### config.mk
export PLATFORM = sky130hd
export DESIGN_NAME = stream_gen
export DESIGN_NICKNAME = d
export VERILOG_FILES = /design/src/rtl/stream_gen.sv
export SDC_FILE = /design/constraint.sdc
export NUM_CORES = 1
export LEC_CHECK = 0
export CORE_MARGIN = 2
export CORE_UTILIZATION = 34
export CTS_CLUSTER_DIAMETER = 30
export CTS_CLUSTER_SIZE = 8
export DETAILED_ROUTE_END_ITERATION = 7
export GPL_TIMING_DRIVEN = 0
export HOLD_SLACK_MARGIN = 0.15
export SETUP_SLACK_MARGIN = 0.02
export SLEW_MARGIN = 10
export SYNTH_ARGS = -nofsm -noshare
export SYNTH_HDL_FRONTEND = slang
export SYNTH_SLANG_ARGS = --single-unit
### constraint.sdc
create_clock -name clk -period 3.3 [get_ports clk]
set_input_delay 0.495 -clock clk [delete_from_list [all_inputs] [get_ports clk]]
set_output_delay 0.495 -clock clk [all_outputs]
set_load 0.03 [all_outputs]
### src/rtl/stream_gen.sv
// Arithmetic-sequence stream source: one (start, step, count) command in,
// count words start, start+step, ... out on a valid/ready stream.
module stream_gen #(
  parameter int DATA_WIDTH = 32,
  parameter int CNT_WIDTH  = 16
) (
  input  logic                  clk,
  input  logic                  resetn,
  input  logic                  cmd_valid,
  output logic                  cmd_ready,
  input  logic [DATA_WIDTH-1:0] cmd_start,
  input  logic [DATA_WIDTH-1:0] cmd_step,
  input  logic [CNT_WIDTH-1:0]  cmd_count,
  output logic                  out_valid,
  input  logic                  out_ready,
  output logic [DATA_WIDTH-1:0] dout,
  output logic                  out_last,
  output logic                  busy
);

  // Handshake rule for both ports: a transfer happens on a rising clk edge
  // where valid && ready are both high; valid-side data is held until then.

  typedef enum logic {IDLE = 1'b0, RUN = 1'b1} state_t;

  state_t                state;
  logic [DATA_WIDTH-1:0] step_r;
  logic [CNT_WIDTH-1:0]  remaining;

  assign cmd_ready = resetn && (state == IDLE);
  assign busy      = (state == RUN);
  assign out_last  = out_valid && (remaining == CNT_WIDTH'(1));

  always_ff @(posedge clk) begin
    if (!resetn) begin
      state     <= IDLE;
      out_valid <= 1'b0;
      dout      <= '0;
      step_r    <= '0;
      remaining <= '0;
    end else begin
      case (state)
        IDLE: begin
          // A zero-length command is consumed here without producing output.
          if (cmd_valid && (cmd_count != '0)) begin
            state     <= RUN;
            out_valid <= 1'b1;
            dout      <= cmd_start;
            step_r    <= cmd_step;
            remaining <= cmd_count;
          end
        end
        RUN: begin
          if (out_ready) begin
            if (remaining > CNT_WIDTH'(1)) begin
              dout      <= dout + step_r;
              remaining <= remaining - CNT_WIDTH'(1);
            end else begin
              state     <= IDLE;
              out_valid <= 1'b0;
              remaining <= '0;
            end
          end
        end
        default: state <= IDLE;
      endcase
    end
  end

endmodule

# [Yosys cells after proc, flatten, opt, wreduce, memory -nomap -nowiden]
# Cells that the tools add are included.
[classes] addsub=2 n_lt_le_gt_ge=1 eq_ne=5 muxes=16 bitwise_logic=1 n_reduce_logical=8
[op_table] cell="$mux W32" n=3
[op_table] cell="$pmux W32 S2" n=1
[op_table] cell="$mux W16" n=3
[op_table] cell="$add A32 B32 Y32" n=1
[op_table] cell="$pmux W16 S2" n=1
[op_table] cell="$eq A16 B1 Y1 const B" n=1
[op_table] cell="$gt A16 B1 Y1 const B" n=1
[op_table] cell="$reduce_bool A16 Y1" n=1
[op_table] cell="$sub A16 B1 Y16 const B" n=1
[op_table] cell="$mux W1" n=6
[op_table] cell="$reduce_and A3 Y1" n=2
[op_table] cell="$ne A2 B1 Y1 const B" n=2
[op_table] cell="$ne A2 B2 Y1 const B" n=2
[op_table] cell="$pmux W1 S2" n=2
[op_table] cell="$reduce_and A2 Y1" n=2
[op_table] cell="$logic_and A1 B1 Y1" n=3
[op_table] cell="$not A1 Y1" n=1
[totals] reg_bits=82 input_bits=84 output_inout_bits=36 elab_cells=38

# [Logic depth before layout (Yosys ltp)]
[logic_depth] word_depth=4 ltp_mapped=11 mapped_depth_nobuf=11

# [Worst setup path before layout]
# No wires, ideal clock.
[synth_path] path_type="register to register" start="reg dout[0]" end="reg dout[18]" setup_ps=115 t_arrival_ps=2946 required_ps=3185 slack_ps=239 stages_incl_launch_ff=12 n_path_buf=0 period_less_slack_ps=3061 cell_sequence="dfxtp_1 > ha_1 > fa_1 > a211oi_1 > o21a_1 > o211ai_2 > a31o_2 > a21oi_1 > o21ai_0 > a311o_1 > xnor2_1 > a2111oi_0"
[synth_between] elab_chain_len=4
[synth_lines] element="start: declaration" line_no="16" source="output logic [DATA_WIDTH-1:0] dout,"
[synth_lines] element="start signal: assignment" line_no="48" source="dout <= cmd_start;"
[synth_lines] element="start signal: assignment" line_no="56" source="dout <= dout + step_r;"
[synth_lines] element="$add A32 B32 Y32" line_no="56"
[synth_lines] element="$mux W32" line_no="55" source="if (remaining > CNT_WIDTH'(1)) begin"
[synth_lines] element="$mux W32" line_no="54" source="if (out_ready) begin"
[synth_lines] element="$pmux W32 S2" line_no="42" source="case (state)"
# No other way between the ends. The select of a mux whose other input is x is not followed.
# A chain may end at the register's enable or synchronous reset.

# [Worst setup path in the final report]
[layout_path] start="in resetn" end="out cmd_ready"
[layout_between] elab_chain_len=1
[layout_lines] element="start: declaration" line_no="8" source="input logic resetn,"
[layout_lines] element="$logic_and A1 B1 Y1" line_no="30" source="assign cmd_ready = resetn && (state == IDLE);"
[layout_lines] element="end: declaration" line_no="10" source="output logic cmd_ready,"
# No other way between the ends.

==> metrics.txt <==
Clock Tree Buf Depth=2; max layer used=met4; CP startpoint kind=input pin; Crit-path slowest cell=clkdlybuf4s50_1; measured slew at the worst slew-check pin=around 1.0 ns; dpl ws=-0.531 ns; Crit. End Element=output port; Worst EP required=approximately 2.8 ns; FP Rows=45; FMAX=between 300 and 400 MHz; clk_lat worst skew=0.35 ns; die width=128 µm; Die Area=0.0163 mm²; Max-Cap Viols=0; Slew Limit Fails=0; Clock Skew=0.00916 ns; utilization after layout=between 40% and 50%; cell taking the most area after synthesis=dfxtp_1; # diodes=0; Detailed Place HPWL=14.2 mm; crit path launch=resetn; Max VDD drop=0.240 mV; Post-Synthesis Cell Area=0.00522 mm²; critical path cell sequence=dlygate4sd2_1 > inv_1 > clkbuf_2 > clkbuf_2 > nor2_1 > clkdlybuf4s50_1; detailed-route DRC error count=0; initial core utilization=between 30% and 40%; worst hold-check path type=reg -> reg; Worst Setup Path Type=in -> out; Leak Pwr=2.73 nW; drt pass-1 iters=5; die height=128 µm; CTS tree=done; wire per inst=18.6 µm; Area growth syn-to-layout=33.9%; Yosys cell types=55; I/O Pins=120; commonest non-fill, non-tap cell in the layout=clkdlybuf4s50_1; Vias/cell=around 5.6; Hold Startpoint=step_r[26]$_SDFFE_PN0P_; unrepaired setup endpoints after global routing=no; WL met2=8.46 mm; RD Place Congestion=0.931; post-placement cell count=996; run status=complete, no violations; CTS buffer count=9; Root Driver=clkbuf_16; area post-placement=0.00664 mm²; met1 wire length=8.78 mm; total gr overflow=0; final WL=18.8 mm; Most common cell on crit path=clkbuf_2; Buffers on Ports=approximately 120; Total GRT Usage=23.0%; CTS HTree Levels=3; ANT nets after route=0; commonest non-fill, non-tap cells in the layout=clkdlybuf4s50_1, nand2_1, a21oi_1; routed length on met3=1.12 mm; #FFs+latches synth=82; layout cell share with drive strength beyond 1=about 5.3%; Crit path buffers/inverters=5; PwrDens=489 mW/mm²; CTS Sinks=82; number of global-route vias before repair=5468; drt initial violations=between 400 and 500; core area=about 0.015 mm²; Yosys Warn Count=0; Post-Syn Instances=689; final hold vios=0; initial antenna violation count=0; global-route wire length before repair=29.1 mm; CTS clk-pin slew, worst paths=0.06 ns; via count=5637; launch point of the worst reg-to-reg path=dout[0]$_SDFFE_PN0P_; Layout Nets=937; Max FO, Critical Path=10; Post-synth EDFFs=0; largest net degree at the start of global routing=14; Final Setup Violations=0; Slew headroom=31.9%; post-synthesis sequential area ratio=a little under a third; Setup Fix Bufs, Post-CTS=0; Mapped Nets=807; WP data arrival=2.77 ns; non-filler cells in the finished layout=about 1000; Main synth FF type=dfxtp_1; Top Family by Delay on Critical Path=buffers and inverters; Final Cell Area=roughly 0.0070 mm²; top-area cell type share of the netlist area=31.5%; period utilization=slightly below 100%; Tmin final=3.26 ns; total power=3.41 mW; PnR worst setup slack=0.0384 ns; Avg Inst Size Synth=7.57 µm²; top cells by area, synth=dfxtp_1, a21oi_1, nand2_1; highest cell delay on the worst timing path=roughly 0.70 ns; async set-reset flop share out of synthesis=0%
## flip-flops by register name, summed over array words and instances (netlist names)
| register | flops |
|---|---|
| out_valid | 1 |
| busy | 1 |
| remaining | 16 |
| dout | 32 |
| step_r | 32 |
## worst reg2reg max path: stages (launching register included)
cell	delay, ns
dfxtp_1	0.33
ha_1	0.24
fa_2	0.39
a211oi_2	0.27
o21a_1	0.21
o211ai_2	0.10
a31o_2	0.29
a21oi_1	0.15
o21ai_0	0.10
a311o_1	0.38
xnor2_1	0.16
a2111oi_2	0.35
## synthesized netlist by cell type, types with 2 or more instances
library cell,number
o21a_1,7
nand2_1,112
o2111ai_1,2
dfxtp_1,82
nor2_1,52
a21o_1,15
inv_1,16
o21bai_1,7
nor4_1,9
o211ai_1,4
a21oi_1,104
a21oi_2,2
nor2b_1,5
nand4_1,5
nand3_2,2
and3_1,6
or3_1,6
a32o_1,2
buf_2,4
a211oi_1,19
ha_1,33
a221oi_1,3
a311o_1,2
o21ai_0,54
clkbuf_1,29
nand3_1,13
xnor2_1,21
a311oi_1,2
a31o_2,3
mux2i_1,11
buf_1,3
a22oi_1,5
and2_1,4
nor3_1,15
xor2_1,6
a31oi_1,5
## timing repair
item                       CTS  global route
hold buffers                 0             0
cloned                       0             0
gates resized for setup      7             7
setup endpoints to repair    3             5
pin swaps                    0             1
## kinds of logic (layout without fill, tap and decap cells)
kind of cell | count (synthesis) | count (layout) | synth area share (%)
compound gates | 250 | 250 | 29.9
mux | 11 | 11 | 2.11
buf+inv | 52 | 187 | 3.84
xor+xnor | 27 | 27 | 4.53
fa+ha+maj | 34 | 34 | 8.30
flops | 82 | 82 | 31.5
simple gates | 233 | 233 | 19.8
## power breakdown
| group | internal [mW] | switching (mW) |
|---|---|---|
| Clock | 0.666 | 0.431 |
| Combinational | 0.461 | 0.672 |
| Sequential | 1.09 | 0.0943 |
| Total | 2.22 | 1.20 |
## cell type report
class | count | area (µm²)
repair buffers | 119 | 1190
inverters | 16 | 60.1
clock buffers | 12 | 236
multi-input cells | 555 | 3400
clock inverters | 4 | 76.3
plain buffers | 36 | 146
flip-flops and latches | 82 | 1640
fillers | 1543 | 8100
well taps | 188 | 235
## layer usage
metal  vias up  global-route usage, %
met5         -                      0
met4         0                   9.05
met3        35                   3.26
met2       192                   36.4
met1      2651                   31.6
li1       2759                      -
## per-stage QoR
stage / TNS, ns / hold WS [ns]
6_report: 0 / 0.461
5_1_grt: 0 / 0.476
4_1_cts: 0 / 0.462
3_5_place_dp: -1.55 / 0.454
3_3_place_gp: -1.31 / 0.450
2_1_floorplan: 0 / 0.440
## final timing paths
kind                                                end  slack, ns  cells past startpoint
worst min-delay path            step_r[26]$_SDFFE_PN0P_       0.46                      2
worst max register to register    dout[18]$_SDFFE_PN0P_       0.22                     11
worst min register to register  step_r[26]$_SDFFE_PN0P_       0.46                      2
worst max-delay path                          cmd_ready       0.04                      6
No activity file was read; power rests on OpenSTA's default activity.
